==> src/rtl/score_event_gen_if.sv <==
// Game-rule engine bus: per-frame bird/pipe geometry in,
// score pulse and game state out.
interface score_event_gen_if #(
  parameter int X_W = 10,
  parameter int Y_W = 9
);
  logic           frame_tick;
  logic           start;
  logic [Y_W-1:0] bird_y;
  logic [X_W-1:0] pipe0_x;
  logic [X_W-1:0] pipe1_x;
  logic [Y_W-1:0] pipe0_gap_y;
  logic [Y_W-1:0] pipe1_gap_y;
  logic           score_inc;
  logic           collision;
  logic           playing;
  logic [1:0]     state;

  modport master (
    output frame_tick, start, bird_y,
    output pipe0_x, pipe1_x,
    output pipe0_gap_y, pipe1_gap_y,
    input  score_inc, collision, playing, state
  );

  modport slave (
    input  frame_tick, start, bird_y,
    input  pipe0_x, pipe1_x,
    input  pipe0_gap_y, pipe1_gap_y,
    output score_inc, collision, playing, state
  );
endinterface

==> src/rtl/score_event_gen.sv <==
// Score-increment and collision engine with IDLE/PLAY/DEAD FSM.
// SCORE_EVENT_INVINCIBLE_EN: pipe collisions ignored, floor only.
module score_event_gen #(
  parameter int X_W       = 10,
  parameter int Y_W       = 9,
  parameter int BIRD_X    = 160,
  parameter int BIRD_SIZE = 16,
  parameter int PIPE_W    = 40,
  parameter int GAP_H     = 120,
  parameter int SCREEN_H  = 480
) (
  input logic              clk,
  input logic              reset,
  score_event_gen_if.slave bus
);

  typedef enum logic [1:0] {
    IDLE = 2'b00,
    PLAY = 2'b01,
    DEAD = 2'b10
  } state_t;

  localparam logic [X_W:0] BX  = (X_W+1)'(BIRD_X);
  localparam logic [X_W:0] BXE = (X_W+1)'(BIRD_X + BIRD_SIZE);
  localparam logic [X_W:0] PW  = (X_W+1)'(PIPE_W);
  localparam logic [Y_W:0] BS  = (Y_W+1)'(BIRD_SIZE);
  localparam logic [Y_W:0] GH  = (Y_W+1)'(GAP_H);
  localparam logic [Y_W:0] SH  = (Y_W+1)'(SCREEN_H);

  state_t         st;
  state_t         st_nx;
  logic           start_q;
  logic           rise;
  logic           s0_vld;
  logic [X_W-1:0] p0x;
  logic [X_W-1:0] p1x;
  logic [Y_W-1:0] by;
  logic [Y_W-1:0] g0;
  logic [Y_W-1:0] g1;
  logic [1:0]     prev_passed;
  logic [1:0]     pending;
  logic           score_inc_q;
  logic           collision_q;
  logic           playing_q;

  logic [X_W:0]   p0r;
  logic [X_W:0]   p1r;
  logic [Y_W:0]   bb;
  logic           passed0;
  logic           passed1;
  logic           hpipe0;
  logic           hpipe1;
  logic           vout0;
  logic           vout1;
  logic           ov0;
  logic           ov1;
  logic           floor_hit;
  logic           hit;
  logic           fire;
  logic [2:0]     sum;
  logic [1:0]     sat;

  assign rise = bus.start & ~start_q;

  // Stage-1 geometry tests, all sums one bit wider than operands
  always_comb begin
    p0r       = {1'b0, p0x} + PW;
    p1r       = {1'b0, p1x} + PW;
    bb        = {1'b0, by} + BS;
    passed0   = p0r < BX;
    passed1   = p1r < BX;
    hpipe0    = ({1'b0, p0x} < BXE) && (p0r > BX);
    hpipe1    = ({1'b0, p1x} < BXE) && (p1r > BX);
    vout0     = (by < g0) || (bb > ({1'b0, g0} + GH));
    vout1     = (by < g1) || (bb > ({1'b0, g1} + GH));
    floor_hit = bb >= SH;
`ifdef SCORE_EVENT_INVINCIBLE_EN
    ov0       = 1'b0 & hpipe0 & vout0;
    ov1       = 1'b0 & hpipe1 & vout1;
`else
    ov0       = hpipe0 & vout0;
    ov1       = hpipe1 & vout1;
`endif
    hit       = floor_hit | ov0 | ov1;
    fire      = s0_vld && (st == PLAY);
    sum       = {1'b0, pending}
              + {2'b0, passed0 & ~prev_passed[0]}
              + {2'b0, passed1 & ~prev_passed[1]};
    sat       = (sum > 3'd3) ? 2'd3 : sum[1:0];
  end

  // Game state next-state decode
  always_comb begin
    st_nx = st;
    unique case (st)
      IDLE:    if (rise) st_nx = PLAY;
      PLAY:    if (fire && hit) st_nx = DEAD;
      DEAD:    if (rise) st_nx = IDLE;
      default: st_nx = IDLE;
    endcase
  end

  // Game state register
  always_ff @(posedge clk or posedge reset) begin
    if (reset) st <= IDLE;
    else       st <= st_nx;
  end

  // Stage 0 capture, scoring pipeline and registered outputs
  always_ff @(posedge clk or posedge reset) begin
    if (reset) begin
      start_q     <= 1'b0;
      s0_vld      <= 1'b0;
      p0x         <= '0;
      p1x         <= '0;
      by          <= '0;
      g0          <= '0;
      g1          <= '0;
      prev_passed <= 2'b11;
      pending     <= 2'd0;
      score_inc_q <= 1'b0;
      collision_q <= 1'b0;
      playing_q   <= 1'b0;
    end else begin
      start_q     <= bus.start;
      collision_q <= st_nx == DEAD;
      playing_q   <= st_nx == PLAY;
      s0_vld      <= bus.frame_tick && (st == PLAY);
      if (bus.frame_tick && (st == PLAY)) begin
        p0x <= bus.pipe0_x;
        p1x <= bus.pipe1_x;
        by  <= bus.bird_y;
        g0  <= bus.pipe0_gap_y;
        g1  <= bus.pipe1_gap_y;
      end
      if (st == IDLE && rise) begin
        prev_passed <= 2'b11;
        pending     <= 2'd0;
        score_inc_q <= 1'b0;
      end else if (st != PLAY) begin
        pending     <= 2'd0;
        score_inc_q <= 1'b0;
      end else if (fire) begin
        prev_passed <= {passed1, passed0};
        if (hit) begin
          pending     <= 2'd0;
          score_inc_q <= 1'b0;
        end else if (sat != 2'd0) begin
          pending     <= sat - 2'd1;
          score_inc_q <= 1'b1;
        end else begin
          pending     <= 2'd0;
          score_inc_q <= 1'b0;
        end
      end else if (pending != 2'd0) begin
        pending     <= pending - 2'd1;
        score_inc_q <= 1'b1;
      end else begin
        score_inc_q <= 1'b0;
      end
    end
  end

  assign bus.score_inc = score_inc_q;
  assign bus.collision = collision_q;
  assign bus.playing   = playing_q;
  assign bus.state     = st;

endmodule

==> src/flat_wrapper.sv <==
// flat-port wrapper written by rule: the top's interface ports become plain ports
module score_event_gen_flat 
#(
  parameter int X_W       = 10,
  parameter int Y_W       = 9,
  parameter int BIRD_X    = 160,
  parameter int BIRD_SIZE = 16,
  parameter int PIPE_W    = 40,
  parameter int GAP_H     = 120,
  parameter int SCREEN_H  = 480
)
  (clk, reset, bus_frame_tick, bus_start, bus_bird_y, bus_pipe0_x, bus_pipe1_x, bus_pipe0_gap_y, bus_pipe1_gap_y, bus_score_inc, bus_collision, bus_playing, bus_state);
  score_event_gen_if #(.X_W(X_W), .Y_W(Y_W)) bus_i ();
  input logic clk;
  input logic reset;
  input wire logic [$bits(bus_i.frame_tick)-1:0] bus_frame_tick;
  input wire logic [$bits(bus_i.start)-1:0] bus_start;
  input wire logic [$bits(bus_i.bird_y)-1:0] bus_bird_y;
  input wire logic [$bits(bus_i.pipe0_x)-1:0] bus_pipe0_x;
  input wire logic [$bits(bus_i.pipe1_x)-1:0] bus_pipe1_x;
  input wire logic [$bits(bus_i.pipe0_gap_y)-1:0] bus_pipe0_gap_y;
  input wire logic [$bits(bus_i.pipe1_gap_y)-1:0] bus_pipe1_gap_y;
  output wire logic [$bits(bus_i.score_inc)-1:0] bus_score_inc;
  output wire logic [$bits(bus_i.collision)-1:0] bus_collision;
  output wire logic [$bits(bus_i.playing)-1:0] bus_playing;
  output wire logic [$bits(bus_i.state)-1:0] bus_state;
  assign bus_i.frame_tick = bus_frame_tick;
  assign bus_i.start = bus_start;
  assign bus_i.bird_y = bus_bird_y;
  assign bus_i.pipe0_x = bus_pipe0_x;
  assign bus_i.pipe1_x = bus_pipe1_x;
  assign bus_i.pipe0_gap_y = bus_pipe0_gap_y;
  assign bus_i.pipe1_gap_y = bus_pipe1_gap_y;
  assign bus_score_inc = bus_i.score_inc;
  assign bus_collision = bus_i.collision;
  assign bus_playing = bus_i.playing;
  assign bus_state = bus_i.state;
  score_event_gen #(.X_W(X_W), .Y_W(Y_W), .BIRD_X(BIRD_X), .BIRD_SIZE(BIRD_SIZE), .PIPE_W(PIPE_W), .GAP_H(GAP_H), .SCREEN_H(SCREEN_H)) u_core (.clk(clk), .reset(reset), .bus(bus_i));
endmodule
==> config.mk <==
export PLATFORM = sky130hd
export DESIGN_NAME = score_event_gen_flat
export DESIGN_NICKNAME = d
export VERILOG_FILES = /design/src/rtl/score_event_gen_if.sv /design/src/rtl/score_event_gen.sv /design/src/flat_wrapper.sv
export SDC_FILE = /design/constraint.sdc
export NUM_CORES = 1
export LEC_CHECK = 0
export ABC_AREA = 0
export ABC_CLOCK_PERIOD_IN_PS = 3350
export BUFFER_PORTS_ARGS = -buffer_cell sky130_fd_sc_hd__buf_2
export CELL_PAD_IN_SITES_DETAIL_PLACEMENT = 1
export CELL_PAD_IN_SITES_GLOBAL_PLACEMENT = 2
export CORE_MARGIN = 3
export CORE_UTILIZATION = 36
export DETAILED_ROUTE_END_ITERATION = 8
export PLACE_DENSITY = 0.86
export SETUP_SLACK_MARGIN = 0.2
export SYNTH_ARGS = -nofsm -noshare
export SYNTH_HDL_FRONTEND = slang
export SYNTH_SLANG_ARGS = --single-unit
==> constraint.sdc <==
create_clock -name clk -period 3.35 [get_ports clk]
set_input_delay 0.1675 -clock clk [delete_from_list [all_inputs] [get_ports clk]]
set_output_delay 0.1675 -clock clk [all_outputs]
set_load 0.01 [all_outputs]
==> results.sh, run 1 <==
export IMPL_p_int_mw=2.48
export IMPL_synth_edf_count=0
export IMPL_ys_top_cells_by_area="dfrtp_1 40%, ha_1 13%, mux2_2 9.3%"
export IMPL_end_kind="flip-flop"
export IMPL_period_share_pct=84.5
export IMPL_synth_main_ff_cell="dfrtp_1"
export IMPL_nNetsFinal=499
export IMPL_drive_gt1_share_pct=27.3
export IMPL_synthArstFlopShare_pct=100
export IMPL_period_needed_ns=2.83
export IMPL_overflow=0
export IMPL_grt_setup_unrepaired="false"
export IMPL_outcome="complete, but fails checks"
export IMPL_path_cells="inv_1 > ha_1 > nand3_1 > xnor2_1 > ha_1 > nand4_1 > nor4b_1 > nand3_1 > o311ai_2 > a21oi_1 > a211o_1"
export IMPL_holdBufCountCts=1
export IMPL_hpwl_um=6860
export IMPL_area_delta_synth_final_pct=17.9
export IMPL_yosysUniqueCellTypes=46
export IMPL_p_sw_share_pct=43.6
export IMPL_grt_pass1_vias=2945
export IMPL_initial_utilization_pct=37.6
export IMPL_power_density_nw_per_um2=1060
export IMPL_ys_seq_area_share_pct=41.2
export IMPL_syn_inst=347
export IMPL_clk_pin_slew_worst_paths_ns=0.07
export IMPL_hold_ws_ns=-0.00779
export IMPL_critical_path_required_ns=3.58
export IMPL_relSlewSlack_pct=44.1
export IMPL_yosys_warnings=0
export IMPL_finalSetupViolCount=0
export IMPL_die_h_um=105
export IMPL_synth_seq_cells=58
export IMPL_yosysTopAreaCellShare_pct=39.7
export IMPL_cts_made_buffers=9
export IMPL_leakage_nw=1.92
export IMPL_fin_util_pct=44.4
export IMPL_cts_setup_buffers=0
export IMPL_dieArea_sq_um=11000
export IMPL_core_sq_um=9370
export IMPL_htreeDepth=3
export IMPL_synth_commonest_cells="56 x dfrtp_1, 38 x ha_1, 33 x nand2_1"
export IMPL_grt_max_degree=42
export IMPL_vias=2775
export IMPL_port_buffers=55
export IMPL_clock_sinks=58
export IMPL_synth_nets=437
export IMPL_synth_most_common_cell="dfrtp_1"
export IMPL_grt_first_pass_wirelength_um=14900
export IMPL_comb_power_share_pct=55.2
export IMPL_track_usage_pct=17.1
export IMPL_seq_power_share_pct=30.1
export IMPL_p_clk_share_pct=14.7
export IMPL_hold_viol=9
export IMPL_drv_cap=0
export IMPL_path_buf_inv=1
export IMPL_max_freq_mhz=353
export IMPL_drt_initial_drc_count=99
export IMPL_ant_nets=0
export IMPL_die_w_um=105
export IMPL_cts_max_path_buffers=2
export IMPL_ctsResizeCount=0
export IMPL_crit_fanout=5
export IMPL_worstHoldPathType="in -> async"
export IMPL_pin_count=56
export IMPL_synth_area_sq_um=3530
export IMPL_routedWlPerCell_um=16.4
export IMPL_critPathMaxStageDelay_ns=0.45
export IMPL_diodes=0
export IMPL_pre_cts_slack_ns=0.566
export IMPL_drc=0
export IMPL_fin_setup_tns_ns=0
export IMPL_core_rowCount=35
export IMPL_power_switching_mw=1.91
export IMPL_critPathLaunchType="flip-flop"
export IMPL_insertion_delay_ns=0.34
export IMPL_tightest_slew_ns=0.837
export IMPL_syn_area_per_cell_sq_um=10.2
export IMPL_dr_pass1_iters=4
export IMPL_vias_per_cell=5.11
export IMPL_slew_violations=0
export IMPL_drt_total_wl_um=8900
export IMPL_violations="hold timing"
export IMPL_antenna_found_initial=0
export IMPL_cts_tree="built"
export IMPL_fin_ws_ns=0.519
export IMPL_root_buffer="clkbuf_8"
export IMPL_setup_worst_path_class="reg -> reg"
export IMPL_arrival_ns=3.06
export IMPL_synth_top_area_cell="dfrtp_1"
export IMPL_peakVddDrop_v=0.000354
export IMPL_crit_family="simple AND/OR/NAND/NOR gates"
export IMPL_fin_skew_ns=0.00882
export IMPL_gp_congestion=0.869
export IMPL_crit_slowest_cell="nor4b_1"
-- power by group through the flow --
stage | combinational (mW) | clock [mW] | sequential [mW]
after floorplan | 1.83 | 0 | 1.24
after global placement | 2.34 | 0 | 1.32
after detailed placement | 2.40 | 0 | 1.34
after CTS | 2.45 | 0.664 | 1.33
after global routing | 2.76 | 0.707 | 1.37
final | 2.42 | 0.645 | 1.32
-- flip-flops by register name, summed over array words and instances (netlist names) --
name / count
u_core.p1x: 10
u_core.bus.score_inc: 1
u_core.g1: 9
u_core.bus.collision: 1
u_core.start_q: 1
u_core.bus.playing: 1
u_core.bus.state: 2
u_core.prev_passed: 2
u_core.pending: 2
u_core.g0: 9
u_core.p0x: 10
u_core.by: 9
u_core.s0_vld: 1
-- area by class of cell --
type	instances	area, sq um
clock buffers	9	124
multi-input cells	254	1940
inverters	26	97.6
repair buffers	60	315
flip-flops and latches	58	1450
clock inverters	7	68.8
well taps	129	161
fillers	1096	5210
-- placed cells by master, fill, tap and decap left out, types with 9 or more instances in the layout --
master / synthesis / layout
dfrtp_1: 56 / 56
buf_2: 4 / 55
ha_1: 38 / 38
nand2_1: 33 / 33
mux2_2: 29 / 29
o21ai_0: 26 / 26
inv_1: 26 / 25
a21oi_1: 16 / 16
nand3_1: 11 / 11
xnor2_1: 11 / 11
nor2_1: 10 / 10
clkbuf_8: 0 / 9
-- worst register-to-register path, delay by kind of cell (launching register included) --
| kind | cells | cell delay [ns] |
|---|---|---|
| xor gates and xnor gates | 1 | 0.17 |
| buffers and inverters | 1 | 0.15 |
| and+or+nand+nor | 4 | 0.88 |
| DFF | 1 | 0.43 |
| AOI/OAI and AO/OA | 3 | 0.57 |
| adders and majority gates | 2 | 0.53 |
-- path summary, 6_finish.rpt --
path | cells after the start | endpoint | startpoint | slack [ns]
setup / recovery | 11 | u_core.bus.collision | u_core.g1[3] | 0.52
hold / removal | 2 | u_core.g1[2] | reset | -0.008
setup reg to reg | 11 | u_core.bus.collision | u_core.g1[3] | 0.52
hold reg to reg | 1 | u_core.p1x[3] | u_core.p1x[3] | 0.51
max in group asynchronous | 3 | u_core.by[7] | reset | 2.60
min in group clk | 3 | u_core.g1[8] | bus_pipe1_gap_y[8] | 0.03
-- layer usage --
metal  global-route usage, %  vias to the layer above  routed length [um]
met4                    5.25                        0                  83
met3                    3.58                        8                 279
met1                    22.0                     1352                4130
met5                       0                        -                   0
met2                    28.6                       46                4410
li1                        -                     1369                   -
-- per-stage QoR --
stage	std cells	power [mW]	area [sq um]
2_1_floorplan	347	3.07	3530
3_3_place_gp	526	3.66	3960
3_5_place_dp	526	3.74	3960
4_1_cts	543	4.44	4160
5_1_grt	543	4.84	4160
6_report	543	4.39	4160
-- cells by family (layout without fill, tap and decap cells) --
family / after synthesis / count (layout) / synth area share (%)
adders and majority gates: 39 / 39 / 14.0
xor gates and xnor gates: 13 / 13 / 3.23
DFF: 58 / 58 / 41.2
buffers and inverters: 35 / 102 / 3.87
AOI/OAI and AO/OA: 82 / 82 / 15.5
and+or+nand+nor: 91 / 91 / 12.9
muxes: 29 / 29 / 9.26
Power figures use the tool's default switching activity.
==> run 2, diff against run 1 <==
ABC_CLOCK_PERIOD_IN_PS = 2600   (was 3350)
CORE_UTILIZATION = 33   (was 36)
PLACE_DENSITY = 0.83   (was 0.86)
clock period = 2.6 ns   (was 3.35 ns; I/O delays follow)
==> results.sh, run 2 (synthesis results as in run 1) <==
export IMPL_outcome="finished clean"
export IMPL_area_delta_synth_final_pct=41.4
export IMPL_dieArea_sq_um=12000
export IMPL_overflow=0
export IMPL_tightest_slew_ns=0.832
export IMPL_gp_congestion=0.802
export IMPL_reg_top3="u_core.p0x x10, u_core.p1x x10"
export IMPL_arrival_ns=2.81
export IMPL_clk_pin_slew_worst_paths_ns=0.07
export IMPL_period_needed_ns=2.57
export IMPL_core_rowCount=37
export IMPL_grt_pass1_vias=3426
export IMPL_hold_ws_ns=0.0200
export IMPL_root_buffer="clkbuf_8"
export IMPL_die_w_um=109
export IMPL_grt_max_degree=40
export IMPL_final_common_cell="buf_2"
export IMPL_critical_path_required_ns=2.85
export IMPL_pin_count=56
export IMPL_hpwl_um=7150
export IMPL_power_density_nw_per_um2=1290
export IMPL_fin_skew_ns=0.00979
export IMPL_antenna_found_initial=0
export IMPL_leakage_nw=2.27
export IMPL_cts_tree="built"
export IMPL_insertion_delay_ns=0.36
export IMPL_htreeDepth=3
export IMPL_cts_max_path_buffers=2
export IMPL_drv_cap=0
export IMPL_diodes=0
export IMPL_nNetsFinal=566
export IMPL_routedWlPerCell_um=16.8
export IMPL_core_sq_um=10400
export IMPL_max_freq_mhz=390
export IMPL_grt_setup_unrepaired="true"
export IMPL_relSlewSlack_pct=44.5
export IMPL_final_cell_mix="55 x buf_2, 54 x dfrtp_1, 45 x dlygate4sd3_1"
export IMPL_fin_ws_ns=0.0346
export IMPL_ant_nets=0
export IMPL_clock_sinks=58
export IMPL_pre_cts_slack_ns=-0.0531
export IMPL_drive_gt1_share_pct=34.9
export IMPL_crit_fanout=5
export IMPL_dr_pass1_iters=4
export IMPL_period_share_pct=98.7
export IMPL_port_buffers=55
export IMPL_die_h_um=109
export IMPL_track_usage_pct=18.4
export IMPL_drt_initial_drc_count=94
export IMPL_peakVddDrop_v=0.000508
export IMPL_vias=3091
export IMPL_grt_first_pass_wirelength_um=16900
export IMPL_finalSetupViolCount=0
export IMPL_fin_setup_tns_ns=0
export IMPL_slew_violations=0
export IMPL_initial_utilization_pct=34.0
export IMPL_vias_per_cell=5.01
export IMPL_end_kind="flip-flop"
export IMPL_drt_total_wl_um=10300
export IMPL_worstHoldPathType="in -> reg"
export IMPL_drc=0
export IMPL_critPathLaunchType="flip-flop"
export IMPL_cts_made_buffers=9
export IMPL_setup_worst_path_class="reg -> reg"
export IMPL_hold_viol=0
==> run 2: final cells by class <==
| type | instances | area, sq um |
|---|---|---|
| tap | 136 | 170 |
| inverter | 26 | 97.6 |
| clock buffer | 10 | 128 |
| multi-input combinational | 254 | 2140 |
| sequential | 58 | 1460 |
| clock inverter | 6 | 58.8 |
| timing repair buffer | 127 | 940 |
| fill | 1173 | 5380 |
==> run 2: path summary, 6_finish.rpt <==
path                                         end  cells past startpoint  slack [ns]                from
max                          u_core.bus.state[1]                     10        0.03        u_core.g1[3]
min                                 u_core.g1[3]                      3        0.02  bus_pipe1_gap_y[3]
max reg2reg                  u_core.bus.state[1]                     10        0.03        u_core.g1[3]
min reg2reg                        u_core.p0x[2]                      1        0.50       u_core.p0x[2]
max in group asynchronous  u_core.prev_passed[1]                      4        1.40               reset
min in group asynchronous           u_core.g1[3]                      3        0.47               reset
==> run 2: repair_timing <==
item                                    CTS  global route
endpoints found under the setup margin    7             7
resized for setup                        28            14
hold buffers                             45             0
buffers inserted                          7             3
pin swaps                                23            11
hold endpoints to repair                 80             0
==> run 2: metrics by stage <==
step	utilization (%)	area, sq um	instances	power, mW
after global placement	39.3	4080	546	4.86
final	48.1	4990	617	6.45
after global routing	48.1	4990	617	7.05
after detailed placement	39.3	4080	546	5.00
after floorplan	-	3540	347	3.99
after CTS	47.2	4900	614	6.23
==> run 2: where the power goes <==
part,internal (mW),switching [mW],total (mW)
registers,1.33,0.389,1.71
logic,1.90,2.01,3.90
clock network,0.437,0.396,0.833
==> run 2: worst max-delay path, cell delays in order (launching register included) <==
cell and delay (ns):
dfrtp_1 0.43, inv_2 0.10, ha_4 0.15, nand3_4 0.09, xnor2_2 0.15, ha_1 0.33, a211oi_1 0.28, nor2_1 0.15
o311ai_4 0.40, a21oi_2 0.12, a211o_1 0.24
==> run 2: per-layer routing <==
layer	routed length, um	vias to the layer above	track usage [%]
li1	-	1503	-
met4	193	0	5.43
met1	4510	1516	22.4
met3	340	16	4.64
met5	0	-	0
met2	5300	56	32.1
==> run 3, diff against run 2 <==
ABC_CLOCK_PERIOD_IN_PS = 3010   (was 2600)
CORE_UTILIZATION = 39   (was 33)
PLACE_DENSITY = 0.91   (was 0.83)
REMOVE_ABC_BUFFERS = 1   (was default)
clock period = 3.01 ns   (was 2.6 ns; I/O delays follow)
==> results.sh, run 3 (synthesis results as in run 1) <==
export IMPL_r2r_slack_ns=0.33
export IMPL_crit_fanout=7
export IMPL_period_share_pct=89.0
export IMPL_finalInstanceArea_sq_um=4200
export IMPL_vias=2845
export IMPL_peakVddDrop_v=0.000356
export IMPL_ant_nets=0
export IMPL_die_h_um=101
export IMPL_drt_initial_drc_count=88
export IMPL_final_cell_mix="55 x buf_2, 54 x dfrtp_1, 36 x ha_1"
export IMPL_setup_worst_path_class="reg -> reg"
export IMPL_p_int_mw=2.76
export IMPL_grt_max_degree=51
export IMPL_power_density_nw_per_um2=1200
export IMPL_core_sq_um=8760
export IMPL_dr_pass1_iters=6
export IMPL_area_delta_synth_final_pct=19.2
export IMPL_cts_max_path_buffers=2
export IMPL_root_buffer="clkbuf_8"
export IMPL_port_buffers=55
export IMPL_cts_setup_buffers=0
export IMPL_p_sw_share_pct=45.3
export IMPL_pin_count=56
export IMPL_fin_skew_ns=0.00831
export IMPL_overflow=0
export IMPL_die_w_um=101
export IMPL_clock_sinks=58
export IMPL_arrival_ns=2.91
export IMPL_leakage_nw=1.93
export IMPL_met2_length_um=4550
export IMPL_cts_tree="built"
export IMPL_fin_setup_tns_ns=0
export IMPL_fin_ws_ns=0.330
export IMPL_gp_congestion=0.905
export IMPL_relSlewSlack_pct=26.4
export IMPL_worstHoldPathType="in -> reg"
export IMPL_vias_per_cell=5.43
export IMPL_reg_top3="u_core.p0x x10, u_core.p1x x10"
export IMPL_drv_cap=0
export IMPL_cts_made_buffers=9
export IMPL_tightest_slew_ns=1.10
export IMPL_htreeDepth=3
export IMPL_fill_cells=1009
export IMPL_grt_setup_unrepaired="true"
export IMPL_top_layer="met4"
export IMPL_ff_latch_area_sq_um=1460
export IMPL_insertion_delay_ns=0.35
export IMPL_drive_gt1_share_pct=29.8
export IMPL_hpwl_um=6810
export IMPL_slew_violations=0
export IMPL_routedWlPerCell_um=18.0
export IMPL_drc=0
export IMPL_outcome="finished clean"
export IMPL_critical_path_required_ns=3.24
export IMPL_track_usage_pct=19.3
export IMPL_comb_power_share_pct=57.0
export IMPL_dieArea_sq_um=10200
export IMPL_seq_power_share_pct=29.6
export IMPL_max_freq_mhz=373
export IMPL_p_clk_share_pct=13.4
export IMPL_diodes=0
export IMPL_grt_pass1_vias=3112
export IMPL_initial_utilization_pct=40.2
export IMPL_end_kind="flip-flop"
export IMPL_wl_met1_um=4330
export IMPL_pre_cts_slack_ns=0.227
export IMPL_power_switching_mw=2.28
export IMPL_antenna_found_initial=0
export IMPL_final_common_cell="buf_2"
export IMPL_period_needed_ns=2.68
export IMPL_nNetsFinal=501
export IMPL_drt_total_wl_um=9420
export IMPL_critPathLaunchType="flip-flop"
export IMPL_p_total_mw=5.04
export IMPL_route_met3_wl_um=319
export IMPL_placed_cell_area_sq_um=3920
export IMPL_finalSetupViolCount=0
export IMPL_core_rowCount=34
export IMPL_hold_viol=0
export IMPL_grt_first_pass_wirelength_um=15400
export IMPL_multi_input_area_sq_um=2000
export IMPL_clk_pin_slew_worst_paths_ns=0.07
## run 3: changes by cell type in the layout (fill, tap and decap cells not counted), sizes merged
cell | before | now
clkinvlp | 0 | 2
bufinv | 1 | 0
buf | 82 | 58
clkinv | 5 | 4
dlygate4sd3 | 45 | 4
## run 3: timing repair
item	CTS	global route
hold buffers	4	0
gates resized for setup	0	13
hold endpoints to repair	4	0
endpoints found under the setup margin	0	7
## run 3: per-stage QoR
stage | hold slack, ns | utilization [%] | std cells
6_report | 0.0104 | 48.0 | 524
4_1_cts | 0.00236 | 47.3 | 524
5_1_grt | 0.0185 | 48.0 | 524
2_1_floorplan | 0.182 | - | 338
3_3_place_gp | 0.276 | 44.7 | 504
3_5_place_dp | 0.284 | 44.7 | 504
## run 3: final timing paths
path | start | endpoint | depth (start not counted)
max reg2reg | u_core.g0[3] | u_core.bus.collision | 11
min reg2reg | u_core.p1x[2] | u_core.p1x[2] | 1
max | u_core.g0[3] | u_core.bus.collision | 11
max in group asynchronous | reset | u_core.bus.state[1] | 3
min in group asynchronous | reset | u_core.by[3] | 2
min | bus_pipe0_gap_y[4] | u_core.g0[4] | 3
## run 3: worst max-delay path, cell delays in order, from the launching register on
cell and delay (ns):
dfrtp_1 0.38, inv_1 0.09, ha_1 0.23, nand3_1 0.17, nand3_1 0.10, ha_1 0.33, a21oi_1 0.24, o21ai_0 0.17
nor2_1 0.14, a31oi_2 0.15, a2bb2oi_4 0.23, a211o_1 0.31
## run 3: area by class of cell
class | instances | share of cell area, %
Multi-Input combinational cell | 254 | 47.5
Sequential cell | 58 | 34.6
Timing Repair Buffer | 62 | 8.04
Clock buffer | 10 | 3.27
Tap cell | 108 | 3.21
Inverter | 26 | 2.32
Clock inverter | 6 | 1.01
## run 3: power groups by stage
stage	Clock [mW]	Sequential (mW)	Combinational, mW
floorplan	0	1.40	1.99
global placement	0	1.47	2.55
detailed placement	0	1.49	2.67
CTS	0.695	1.48	2.72
global route	0.729	1.55	3.21
finish	0.676	1.49	2.87
## run 3: metal layers
layer / up-vias / global-route usage [%]
met3: 21 / 3.46
met1: 1405 / 24.7
met2: 52 / 32.0
met4: 0 / 7.77
met5: - / 0
li1: 1367 / -
